File: config.mk
export PLATFORM = sky130hd
export DESIGN_NAME = bus_div_accel_flat
export DESIGN_NICKNAME = d
export VERILOG_FILES = /design/src/rtl/bus_div_pkg.sv /design/src/rtl/bus_div_accel_if.sv /design/src/rtl/restoring_div_core.sv /design/src/rtl/bus_div_accel.sv /design/src/flat_wrapper.sv
export SDC_FILE = /design/constraint.sdc
export NUM_CORES = 1
export LEC_CHECK = 0
export CELL_PAD_IN_SITES_DETAIL_PLACEMENT = 1
export CELL_PAD_IN_SITES_GLOBAL_PLACEMENT = 2
export CORE_AREA = 2 2 120 122
export DETAILED_ROUTE_END_ITERATION = 7
export DIE_AREA = 0 0 122 124
export PLACE_DENSITY_LB_ADDON = 0.1
export RECOVER_POWER = 100
export SYNTH_ARGS = -nofsm -noshare
export SYNTH_HDL_FRONTEND = slang
export SYNTH_HIERARCHICAL = 1
export SYNTH_SLANG_ARGS = --single-unit
File: constraint.sdc
create_clock -name clk -period 4.2 [get_ports clk]
set_input_delay 1.05 -clock clk [delete_from_list [all_inputs] [get_ports clk]]
set_output_delay 1.05 -clock clk [all_outputs]
set_load 0.01 [all_outputs]
File: src/rtl/bus_div_pkg.sv
// bus_div_pkg: shared state encoding and default widths for the bus divider.
package bus_div_pkg;
    typedef enum logic [1:0] {LOAD, DIVIDE, UNLOAD} state_e;
    localparam int BUS_W_DEF  = 8;
    localparam int DATA_W_DEF = 16;
endpackage

File: src/rtl/bus_div_accel_if.sv
// bus_div_accel_if: beat-stream handshake and status signals of the divider.
interface bus_div_accel_if import bus_div_pkg::*; #(
    parameter int BUS_W = BUS_W_DEF
);
    logic             in_valid;
    logic             in_ready;
    logic [BUS_W-1:0] in_data;
    logic             out_valid;
    logic             out_ready;
    logic [BUS_W-1:0] out_data;
    logic             busy;
    logic             div_by_zero;
    modport slave (
        input  in_valid, in_data, out_ready,
        output in_ready, out_valid, out_data, busy, div_by_zero
    );
    modport master (
        output in_valid, in_data, out_ready,
        input  in_ready, out_valid, out_data, busy, div_by_zero
    );
endinterface

File: src/rtl/restoring_div_core.sv
// restoring_div_core: unsigned restoring divider, one quotient bit per cycle.
module restoring_div_core #(
    parameter int DATA_W = 16
) (
    input  logic              clk,
    input  logic              rst,
    input  logic              start_i,
    input  logic [DATA_W-1:0] a_i,
    input  logic [DATA_W-1:0] b_i,
    output logic [DATA_W-1:0] q_o,
    output logic [DATA_W-1:0] r_o,
    output logic              done_o
);
    localparam int SW = $clog2(DATA_W + 1);
    logic [DATA_W-1:0] rem_q, quo_q, b_q;
    logic [SW-1:0]     step_q;
    logic              run_q, done_q;
    logic [DATA_W:0]   rem_sh, diff;
    // quo_q doubles as the dividend shift register, freeing one bit per step
    assign rem_sh = {rem_q, quo_q[DATA_W-1]};
    assign diff   = rem_sh - {1'b0, b_q};
    always_ff @(posedge clk or posedge rst) begin
        if (rst) begin
            rem_q  <= '0;
            quo_q  <= '0;
            b_q    <= '0;
            step_q <= '0;
            run_q  <= 1'b0;
            done_q <= 1'b0;
        end else begin
            done_q <= run_q && step_q == SW'(DATA_W - 1);
            if (start_i) begin
                rem_q  <= '0;
                quo_q  <= a_i;
                b_q    <= b_i;
                step_q <= '0;
                run_q  <= 1'b1;
            end else if (run_q) begin
                rem_q  <= diff[DATA_W] ? rem_sh[DATA_W-1:0] : diff[DATA_W-1:0];
                quo_q  <= {quo_q[DATA_W-2:0], ~diff[DATA_W]};
                step_q <= step_q + SW'(1);
                run_q  <= step_q != SW'(DATA_W - 1);
            end
        end
    end
    assign q_o    = quo_q;
    assign r_o    = rem_q;
    assign done_o = done_q;
endmodule

File: src/rtl/bus_div_accel.sv
// bus_div_accel: collects A/B beats, divides, then streams Q/R beats out.
module bus_div_accel import bus_div_pkg::*; #(
    parameter int BUS_W  = BUS_W_DEF,
    parameter int DATA_W = DATA_W_DEF
) (
    input  logic               clk,
    input  logic               rst,
    bus_div_accel_if.slave     bus
);
    localparam int NB = DATA_W / BUS_W;
    localparam int CW = $clog2(2 * NB);
    localparam int FW = 2 * DATA_W;
    state_e                state_q, state_d;
    logic [CW-1:0]         cnt_q, cnt_d;
    logic [FW-BUS_W-1:0]   in_sr_q, in_sr_d;
    logic [FW-1:0]         res_q, res_d, frame;
    logic                  dbz_q, dbz_d, start, done, last;
    logic [DATA_W-1:0]     q, r;
    // frame already includes the beat on the bus so the core starts on the last edge
    assign frame = {in_sr_q, bus.in_data};
    assign last  = cnt_q == CW'(2 * NB - 1);
    restoring_div_core #(.DATA_W(DATA_W)) u_core (
        .clk     (clk),
        .rst     (rst),
        .start_i (start),
        .a_i     (frame[FW-1:DATA_W]),
        .b_i     (frame[DATA_W-1:0]),
        .q_o     (q),
        .r_o     (r),
        .done_o  (done)
    );
    always_comb begin
        state_d = state_q;
        cnt_d   = cnt_q;
        in_sr_d = in_sr_q;
        res_d   = res_q;
        dbz_d   = dbz_q;
        start   = 1'b0;
        unique case (state_q)
            LOAD: if (bus.in_valid) begin
                in_sr_d = frame[FW-BUS_W-1:0];
                cnt_d   = last ? '0 : cnt_q + CW'(1);
                if (last) begin
                    state_d = DIVIDE;
                    start   = 1'b1;
                    dbz_d   = frame[DATA_W-1:0] == '0;
                end
            end
            DIVIDE: if (done) begin
                state_d = UNLOAD;
                res_d   = {q, r};
            end
            UNLOAD: if (bus.out_ready) begin
                res_d   = res_q << BUS_W;
                cnt_d   = last ? '0 : cnt_q + CW'(1);
                state_d = last ? LOAD : UNLOAD;
            end
            default: state_d = LOAD;
        endcase
    end
    always_ff @(posedge clk or posedge rst) begin
        if (rst) begin
            state_q <= LOAD;
            cnt_q   <= '0;
            in_sr_q <= '0;
            res_q   <= '0;
            dbz_q   <= 1'b0;
        end else begin
            state_q <= state_d;
            cnt_q   <= cnt_d;
            in_sr_q <= in_sr_d;
            res_q   <= res_d;
            dbz_q   <= dbz_d;
        end
    end
    assign bus.in_ready    = state_q == LOAD;
    assign bus.out_valid   = state_q == UNLOAD;
    assign bus.out_data    = res_q[FW-1 -: BUS_W];
    assign bus.busy        = !(state_q == LOAD && cnt_q == '0);
    assign bus.div_by_zero = dbz_q;
endmodule

File: src/flat_wrapper.sv
// flat-port wrapper written by rule: the top's interface ports become plain ports
module bus_div_accel_flat import bus_div_pkg::*;
#(
    parameter int BUS_W  = BUS_W_DEF,
    parameter int DATA_W = DATA_W_DEF
)
  (clk, rst, bus_in_valid, bus_in_data, bus_out_ready, bus_in_ready, bus_out_valid, bus_out_data, bus_busy, bus_div_by_zero);
  bus_div_accel_if #(.BUS_W(BUS_W)) bus_i ();
  input  logic clk;
  input  logic rst;
  input wire logic [$bits(bus_i.in_valid)-1:0] bus_in_valid;
  input wire logic [$bits(bus_i.in_data)-1:0] bus_in_data;
  input wire logic [$bits(bus_i.out_ready)-1:0] bus_out_ready;
  output wire logic [$bits(bus_i.in_ready)-1:0] bus_in_ready;
  output wire logic [$bits(bus_i.out_valid)-1:0] bus_out_valid;
  output wire logic [$bits(bus_i.out_data)-1:0] bus_out_data;
  output wire logic [$bits(bus_i.busy)-1:0] bus_busy;
  output wire logic [$bits(bus_i.div_by_zero)-1:0] bus_div_by_zero;
  assign bus_i.in_valid = bus_in_valid;
  assign bus_i.in_data = bus_in_data;
  assign bus_i.out_ready = bus_out_ready;
  assign bus_in_ready = bus_i.in_ready;
  assign bus_out_valid = bus_i.out_valid;
  assign bus_out_data = bus_i.out_data;
  assign bus_busy = bus_i.busy;
  assign bus_div_by_zero = bus_i.div_by_zero;
  bus_div_accel #(.BUS_W(BUS_W), .DATA_W(DATA_W)) u_core (.clk(clk), .rst(rst), .bus(bus_i));
endmodule
# Word level (Yosys, flattened, before mapping)
# Index checks and enable logic that the tools add are counted.
# word_totals
regBits	116
in_bits	12
output_inout_bits	12
# op_classes
add_sub_neg	3
eq_ne	9
muxes	25
bitwise_logic	1
n_reduce_logical	14
# ops
cell	n
$mux 16	5
$mux 32	2
$pmux 32 s2	1
$sub 17x16->17	1
$logic_not 16->1	1
$mux 2	8
$mux 5	2
$reduce_and 3->1	3
$ne 2x2->1 const B	3
$pmux 2 s3	1
$reduce_bool 2->1	3
$add 5x1->5 const B	1
$eq 5x4->1 const B	1
$mux 1	5
$ne 5x4->1 const B	1
$eq 2x2->1 const B	2
$logic_not 2->1	2
$pmux 2 s2	1
$reduce_and 4->1	1
$add 2x1->2 const B	1
$eq 2x1->1 const B	1
$logic_and 1x1->1	2
$ne 2x1->1 const B	1
$reduce_and 2->1	1
other kinds (2)	2

# Longest topological paths before layout
# Gate-level depths: netlist of run 1.
# depth
ltp_word	5
ltp_mapped	13
depth_no_buf	11

# Cells and area by module
# Netlist of run 1, hierarchy kept.
# by_module_without_submodules
module	instances	cells_per_inst	area_each_um2
restoring_div_core	1	356	3280.6
bus_div_accel	1	188	2727.6

# Worst setup path before layout of run 1
# Ideal clock, no wire load.
# synth_path
path_kind	in2reg
from	input bus_in_valid
to	register u_core.u_core.rem_q[13] (netlist: u_core/u_core/r_o[13])
setup_ns	0.120
t_arrival_ns	2.708
setup_slack_ns	1.372
stages	9
path_cell_list	nor3b_1 -> buf_2 -> buf_2 -> and2_1 -> clkbuf_1 -> inv_1 -> and3_1 -> a41o_1 -> a41o_1
# synth_between
elab_chain_len	3
# synth_rtl
element	line_no	source
from (decl)	flat_wrapper.sv:11	input wire logic [$bits(bus_i.in_valid)-1:0] bus_in_valid;
$mux 1 (*)	bus_div_accel.sv:40	LOAD: if (bus.in_valid) begin
$mux 1 (*)	bus_div_accel.sv:39	unique case (state_q)
via u_core.start	bus_div_accel.sv:17	logic dbz_q, dbz_d, start, done, last;
$mux 16 / $reduce_bool 2->1 (equally long branches)	-	
to (signal assigned)	restoring_div_core.sv:39	rem_q <= diff[DATA_W] ? rem_sh[DATA_W-1:0] : diff[DATA_W-1:0];
to (decl)	restoring_div_core.sv:15	logic [DATA_W-1:0] rem_q, quo_q, b_q;
# The timed path passes the listed nets; every way through them passes the cells marked *.
# A chain may end at the register's enable or synchronous reset.

# Final worst setup path of run 1
# layout_path
from	register u_core.u_core.quo_q[15] (netlist: u_core/u_core/q_o[15])
to	register u_core.u_core.rem_q[7] (netlist: u_core/u_core/r_o[7])
# layout_between
elab_chain_len	4
# layout_rtl
element	line_no	source
from (decl)	restoring_div_core.sv:15	
from (signal assigned)	restoring_div_core.sv:34	quo_q <= a_i;
from (signal assigned)	restoring_div_core.sv:40	quo_q <= {quo_q[DATA_W-2:0], ~diff[DATA_W]};
$sub 17x16->17	restoring_div_core.sv:21	assign diff = rem_sh - {1'b0, b_q};
$mux 16	restoring_div_core.sv:39	
$mux 16	restoring_div_core.sv:38	end else if (run_q) begin
$mux 16	restoring_div_core.sv:32	if (start_i) begin
# Every way passes these cells. The select of a mux whose other input is x is not followed.

==> results of run 1 <==
==> through the flow <==
| step | setup slack, ns | power (mW) | cell area (µm²) |
|---|---|---|---|
| finish | 0.737 | 6.82 | 6960 |
| global route | 0.466 | 7.34 | 6960 |
| CTS | 0.952 | 6.97 | 7020 |
| detailed placement | 0.959 | 5.25 | 6330 |
| global placement | 0.998 | 5.14 | 6330 |
| floorplan | 1.37 | 4.50 | 6010 |
==> cell type report <==
| cell class | instances | area (µm²) | share of cell area, % |
|---|---|---|---|
| inverters | 29 | 109 | 1.56 |
| clock inverters | 8 | 196 | 2.82 |
| repair buffers | 31 | 285 | 4.10 |
| flip-flops and latches | 116 | 2900 | 41.7 |
| well taps | 180 | 225 | 3.23 |
| clock buffers | 23 | 488 | 7.01 |
| multi-input cells | 363 | 2760 | 39.6 |
==> flip-flops by register name (all words and copies together), names as in the netlist <==
register	count
u_core/u_core/b_q	16
u_core/in_sr_q	24
u_core/u_core/run_q	1
u_core/u_core/step_q	5
u_core/cnt_q	2
u_core/u_core/done_o	1
u_core/bus.div_by_zero	1
u_core/state_q	2
u_core/u_core/q_o	16
u_core/res_q	32
u_core/u_core/r_o	16
==> layer usage <==
layer,global-route usage (%),routed length [µm],part of all wire [%],vias up
met2,34.1,7120,49,74
met1,28.2,6830,47,2124
li1,-,-,-,1943
met4,7.47,194,1.3,0
met5,0,0,0,-
met3,3.89,495,3.4,15
==> cell usage in the layout (no fill, tap or decap), drive strengths merged, types with 3 or more instances in the layout <==
master         netlist  routed
a211oi               4       4
a21o                 3       3
a21oi               16      16
a22o                 8       8
a311oi              12      12
and3                 4       4
buf                 21       3
bufinv               0       6
clkbuf              15      28
clkdlybuf4s50        0       9
dfrtp              116     116
dlygate4sd3          0      14
ha                  21      21
inv                 29      29
mux2                75      75
mux2i               17      17
nand2               65      65
nand3                9       9
nand4                4       4
nor2                28      28
nor3                 6       6
nor4                 6       6
o211ai               4       4
o21ai               40      40
xnor2                6       6
xor2                 8       8
==> report_power, final <==
group	internal, mW	leakage [nW]	switching (mW)	total, mW
Sequential	1.67	1.40	0.464	2.14
Combinational	1.35	1.35	1.66	3.01
Clock	1.17	0.330	0.498	1.67
Total	4.20	3.08	2.62	6.82
==> critical path, delay by kind of cell (launching register included) <==
family / cells / cell delay (ns)
and+or+nand+nor: 2 / 0.97
DFF: 1 / 0.40
buffers and inverters: 2 / 0.12
AOI/OAI and AO/OA: 5 / 1.25
adders and majority gates: 2 / 0.58
==> path summary, 6_finish.rpt <==
check	slack, ns	end	cells past startpoint
worst max register to register	0.74	u_core/u_core/r_o[7]	11
worst max-delay path	0.74	u_core/u_core/r_o[7]	11
worst min-delay path	0.48	u_core/state_q[0]	1
worst min register to register	0.48	u_core/state_q[0]	1
max in group asynchronous	1.41	u_core/u_core/b_q[4]	3
min in group asynchronous	1.47	u_core/u_core/q_o[5]	2
==> cell families (layout without fill, tap and decap cells) <==
logic type               after synthesis  in the layout
buffers and inverters                 65             91
XOR/XNOR                              14             14
adder cells (fa/ha/maj)               22             22
multiplexers                          92             92
AND/OR/NAND/NOR                      134            134
flip-flops                           116            116
AO/OA/AOI/OAI                        101            101
==> run_results.csv, run 1 <==
group,metric,value,unit
status,status,"complete, but fails checks",
status,violations,"capacitance limit, slew limit",
setup_path,critPathSlowestCell,"and3_1",
timing,min_period_over_period,82.5,%
yosys,synth_compound_area_share,12.2,%
place,hpwl,9900,µm
power_and_ir_drop,power_density,980,mW/mm²
yosys,syn-num-nets,578,
place,io_buffers,23,
detailed_routing,wl,14600,µm
timing,skew,0.00657,ns
timing,slew_viol_final,141,
yosys,synth.area.top_cells,"dfrtp_1 48%, mux2_2 13%, ha_1 4.4%",
yosys,seq_area_frac_synth,48.3,%
setup_path,critPathKind,"flip-flop to flip-flop",
cts,cts.sinks,116,
finish,antennaDiodeCount,0,
detailed_routing,vias,4156,
finish,syn2layout_area_growth,15.9,%
yosys,synth.most_common_cell,"dfrtp_1",
global_routing,grt_pass1_wl,23700,µm
detailed_routing,postRouteAntennaNets,0,
setup_path,crit_path_max_incr_delay,0.76,ns
cts,ctsHtreeMaxLevel,4,
detailed_routing,avgRoutedWirePerCell,19.5,µm
detailed_routing,dr.pass1.iters,4,
yosys,synth_xor_area_share,2.04,%
yosys,synth_top_family_by_area,"multiplexers",
yosys,synth-async-reset-ratio,100,%
min_path,min-delay-start,"u_core/u_core/done_o",
setup_path,cp.required,4.49,ns
cts,cts-resized-gates,0,
timing,finalSetupViolCount,0,
cts,cts_hold_buf,0,
detailed_routing,drc,0,
timing,min_period,3.46,ns
cts,clk-insertion-delay-late,0.41,ns
cts,clk_pin_slew,0.05,ns
floorplanning,start_util,43.8,%
global_routing,antenna_found_initial,0,
setup_path,worstSetupEndpointType,"flip-flop",
cts,post_cts_buffers,0,
yosys,yosysTopAreaCellShare,48.3,%
floorplanning,coreArea,0.0137,mm²
timing,hold_viol,0,
cts,cts_buffers,17,
place,place_inst,719,
finish,drive_gt1_share,20.7,%
global_routing,overflow,0,
timing,whs,0.481,ns
setup_path,startpoint_type,"flip-flop",
detailed_routing,drtIter0Drc,218,
yosys,synth.cell_area,0.00601,mm²
yosys,yosys_warnings,6,
yosys,synth_seq_cells,116,
power_and_ir_drop,leakage,3.08,nW
timing,fin_tns_setup,0,ns
floorplanning,die_y,124,µm
timing,rsz0062_at_grt,"no",
yosys,yosysTopAreaCell,"dfrtp_1",
finish,final_cells,750,
detailed_routing,avgViaCountPerCell,5.54,
yosys,synth_mux_area_share,16.9,%
cts,cts_root_buf,"clkbuf_16",
cts,cts_tree,"done",
floorplanning,die_w,122,µm
setup_path,cp_max_fo,18,
place,gp_congestion,0.762,
yosys,ys_top_cells_by_count,"116 x dfrtp_1, 70 x mux2_2, 62 x nand2_1, 39 x o21ai_0",
timing,fmax,289,MHz
cts,ctsLongestPathBuffers,2,
setup_path,crit_path_start,"u_core/u_core/q_o[15]",
finish,fillers,1469,
job,cap_viol_max_count,3,
power_and_ir_drop,ir_drop,0.457,mV
yosys,synthCells,544,
floorplanning,die_area,0.0151,mm²
floorplanning,num_rows,43,
global_routing,grt_max_degree,82,
yosys,synth_edf_count,0,
timing,relSlewSlack,-20.6,%
floorplanning,io_pins,24,
finish,nets,592,
global_routing,first_global_vias,4312,
finish,final_core_util,50.8,%
yosys,synth_fa_ha_area_share,4.71,%
yosys,synthFlopType,"dfrtp_1",
yosys,yosysUniqueCellTypes,61,
yosys,synth_simple_gate_area_share,10.6,%
setup_path,path_cells,"inv_1, ha_1, inv_1, fa_1, a211oi_1, o211ai_1, and3_1, o21ai_0, and3_1, o311ai_0, a311oi_1",
timing,tightestPinTransition,1.81,ns
setup_path,cp.arrival,3.75,ns
setup_path,r2r-start,"u_core/u_core/q_o[15]",
global_routing,grtUsageTotal,21.0,%
min_path,hold_path_class,"flip-flop to flip-flop",
yosys,synth.avg_cell_area,11.0,µm²
Power figures use the tool's default switching activity.
==> run 2: changes to the inputs <==
- CORE_AREA: 2 2 120 122 -> 2 2 125 127
- DIE_AREA: 0 0 122 124 -> 0 0 127 129
- clock period: 4.2 -> 3.57 ns (I/O delays scaled with it)
==> run 2 against run 1 <==
Compared with the run above:
- the run still ends with capacitance limit, slew limit left
- die area rose by 8.3%
- utilization fell by 4.6 points
- final cell count rose by 1.5%
- highest routed layer unchanged
- hold slack improved by 0.0035 ns
- flip-flop and latch count did not move
- clock power rose by 4%
- critical path type is now input pin to flip-flop
- clock skew rose by 0.0032 ns
- setup slack got worse by 0.36 ns
- first-iteration DRC count fell by 27%
==> run_results.csv, run 2 (synthesis gave the netlist of run 1 again) <==
group,metric,value,unit
timing,min_period,3.19,ns
timing,hold_viol,0,
floorplanning,die_w,127,µm
cts,cts.sinks,116,
timing,fmax,313,MHz
cts,cts_tree,"done",
global_routing,first_global_vias,4411,
place,gp_congestion,0.800,
floorplanning,start_util,40.1,%
global_routing,grt_pass1_wl,25100,µm
finish,layout_common_cells,"116 x dfrtp_1, 70 x mux2_2, 62 x nand2_1, 39 x o21ai_0, 29 x inv_1",
finish,final_cell_area,0.00691,mm²
setup_path,startpoint_type,"input pin",
finish,top_register,"u_core/res_q",
timing,min_period_over_period,89.4,%
finish,syn2layout_area_growth,15.0,%
cts,cts_hold_buf,0,
finish,drive_gt1_share,21.8,%
global_routing,overflow,0,
timing,relSlewSlack,-29.3,%
setup_path,worstSetupEndpointType,"flip-flop",
detailed_routing,postRouteAntennaNets,0,
setup_path,critPathKind,"input pin to flip-flop",
cts,clk-insertion-delay-late,0.42,ns
detailed_routing,drc,0,
floorplanning,io_pins,24,
global_routing,grt_max_degree,44,
cts,clk_pin_slew,0.06,ns
job,cap_viol_max_count,3,
timing,skew,0.00976,ns
finish,largestRegisters,"u_core/res_q x32, u_core/in_sr_q x24",
cts,cts_root_buf,"clkbuf_16",
detailed_routing,avgRoutedWirePerCell,20.4,µm
power_and_ir_drop,power_density,1140,mW/mm²
floorplanning,num_rows,45,
floorplanning,die_y,129,µm
floorplanning,die_area,0.0164,mm²
finish,nets,594,
global_routing,antenna_found_initial,0,
setup_path,cp_max_fo,32,
detailed_routing,drtIter0Drc,159,
place,hpwl,10800,µm
global_routing,grtUsageTotal,20.5,%
cts,cts-resized-gates,0,
power_and_ir_drop,leakage,3.05,nW
timing,slew_viol_final,104,
cts,cts_buffers,17,
setup_path,cp.required,3.86,ns
floorplanning,coreArea,0.0150,mm²
min_path,hold_path_class,"flip-flop to flip-flop",
power_and_ir_drop,ir_drop,0.425,mV
status,violations,"capacitance limit, slew limit",
status,status,"complete, but fails checks",
cts,post_cts_buffers,0,
detailed_routing,wl,15500,µm
timing,finalSetupViolCount,0,
place,place_area,0.00636,mm²
place,io_buffers,23,
cts,ctsHtreeMaxLevel,4,
detailed_routing,dr.pass1.iters,4,
timing,tightestPinTransition,1.94,ns
detailed_routing,avgViaCountPerCell,5.45,
timing,rsz0062_at_grt,"no",
detailed_routing,vias,4147,
timing,fin_tns_setup,0,ns
finish,largest_reg_flops,32,
finish,final_core_util,46.1,%
finish,layout_commonest_cell,"dfrtp_1",
finish,fillers,1612,
cts,ctsLongestPathBuffers,2,
finish,antennaDiodeCount,0,
setup_path,cp.arrival,3.49,ns
==> run 2: cell types whose count changed in the layout (fill, tap and decap cells not counted), sizes merged <==
| cell | previous run | this run |
|---|---|---|
| clkbuf | 28 | 26 |
| clkinv | 1 | 2 |
| clkinvlp | 1 | 3 |
| bufinv | 6 | 2 |
| buf | 3 | 2 |
| inv | 29 | 36 |
==> run 2: cell type report <==
cell class                 instances  area (µm²)  area share [%]
clock inverter                    14         166            2.41
inverter                          29         109            1.58
timing repair buffer              33         279            4.04
clock buffer                      18         439            6.36
multi-input combinational        363        2780            40.2
sequential                       116        2900            42.0
tap                              188         235            3.41
==> run 2: critical path, stage by stage <==
cell and delay [ns]:
dlygate4sd3_1 0.60, a21oi_4 0.13, clkbuf_1 1.39, mux2_2 0.44
==> run 2: through the flow <==
| stage | hold WS, ns | cells | power [mW] | setup slack, ns |
|---|---|---|---|---|
| after floorplan | 0.427 | 544 | 5.29 | 0.899 |
| after global placement | 0.472 | 729 | 6.12 | 0.631 |
| final | 0.484 | 761 | 7.90 | 0.379 |
| after CTS | 0.492 | 761 | 8.08 | 0.538 |
| after global routing | 0.497 | 761 | 8.53 | 0.175 |
| after detailed placement | 0.477 | 729 | 6.28 | 0.546 |
==> run 2: where the power goes <==
group          switching, mW  total, mW  internal [mW]
combinational           1.96       3.58           1.62
sequential             0.612       2.58           1.97
clock                  0.678       1.74           1.07
==> run 2: final timing paths <==
kind	slack (ns)	from	end	depth (start not counted)
setup / recovery	0.38	bus_out_ready	u_core/res_q[11]	4
hold / removal	0.48	u_core/in_sr_q[19]	u_core/u_core/q_o[11]	2
setup reg to reg	0.43	u_core/u_core/q_o[15]	u_core/u_core/r_o[10]	12
hold reg to reg	0.48	u_core/in_sr_q[19]	u_core/u_core/q_o[11]	2
max in group asynchronous	0.68	rst	u_core/in_sr_q[3]	3
min in group asynchronous	1.20	rst	u_core/u_core/q_o[12]	2
==> run 2: layer usage <==
metal	share of wire (%)	routed length [µm]	track usage, %	vias to the layer above
met5	0	0	0	-
met2	49	7550	32.9	38
met3	1.9	295	4.32	17
met4	1.6	244	7.18	0
li1	-	-	-	1956
met1	48	7460	27.8	2136
==> run 3: changes to the inputs <==
- CTS_CLUSTER_DIAMETER: default -> 40
==> results of run 3 <==
The final DEF is identical to that of run 2; final timing and power are the same.
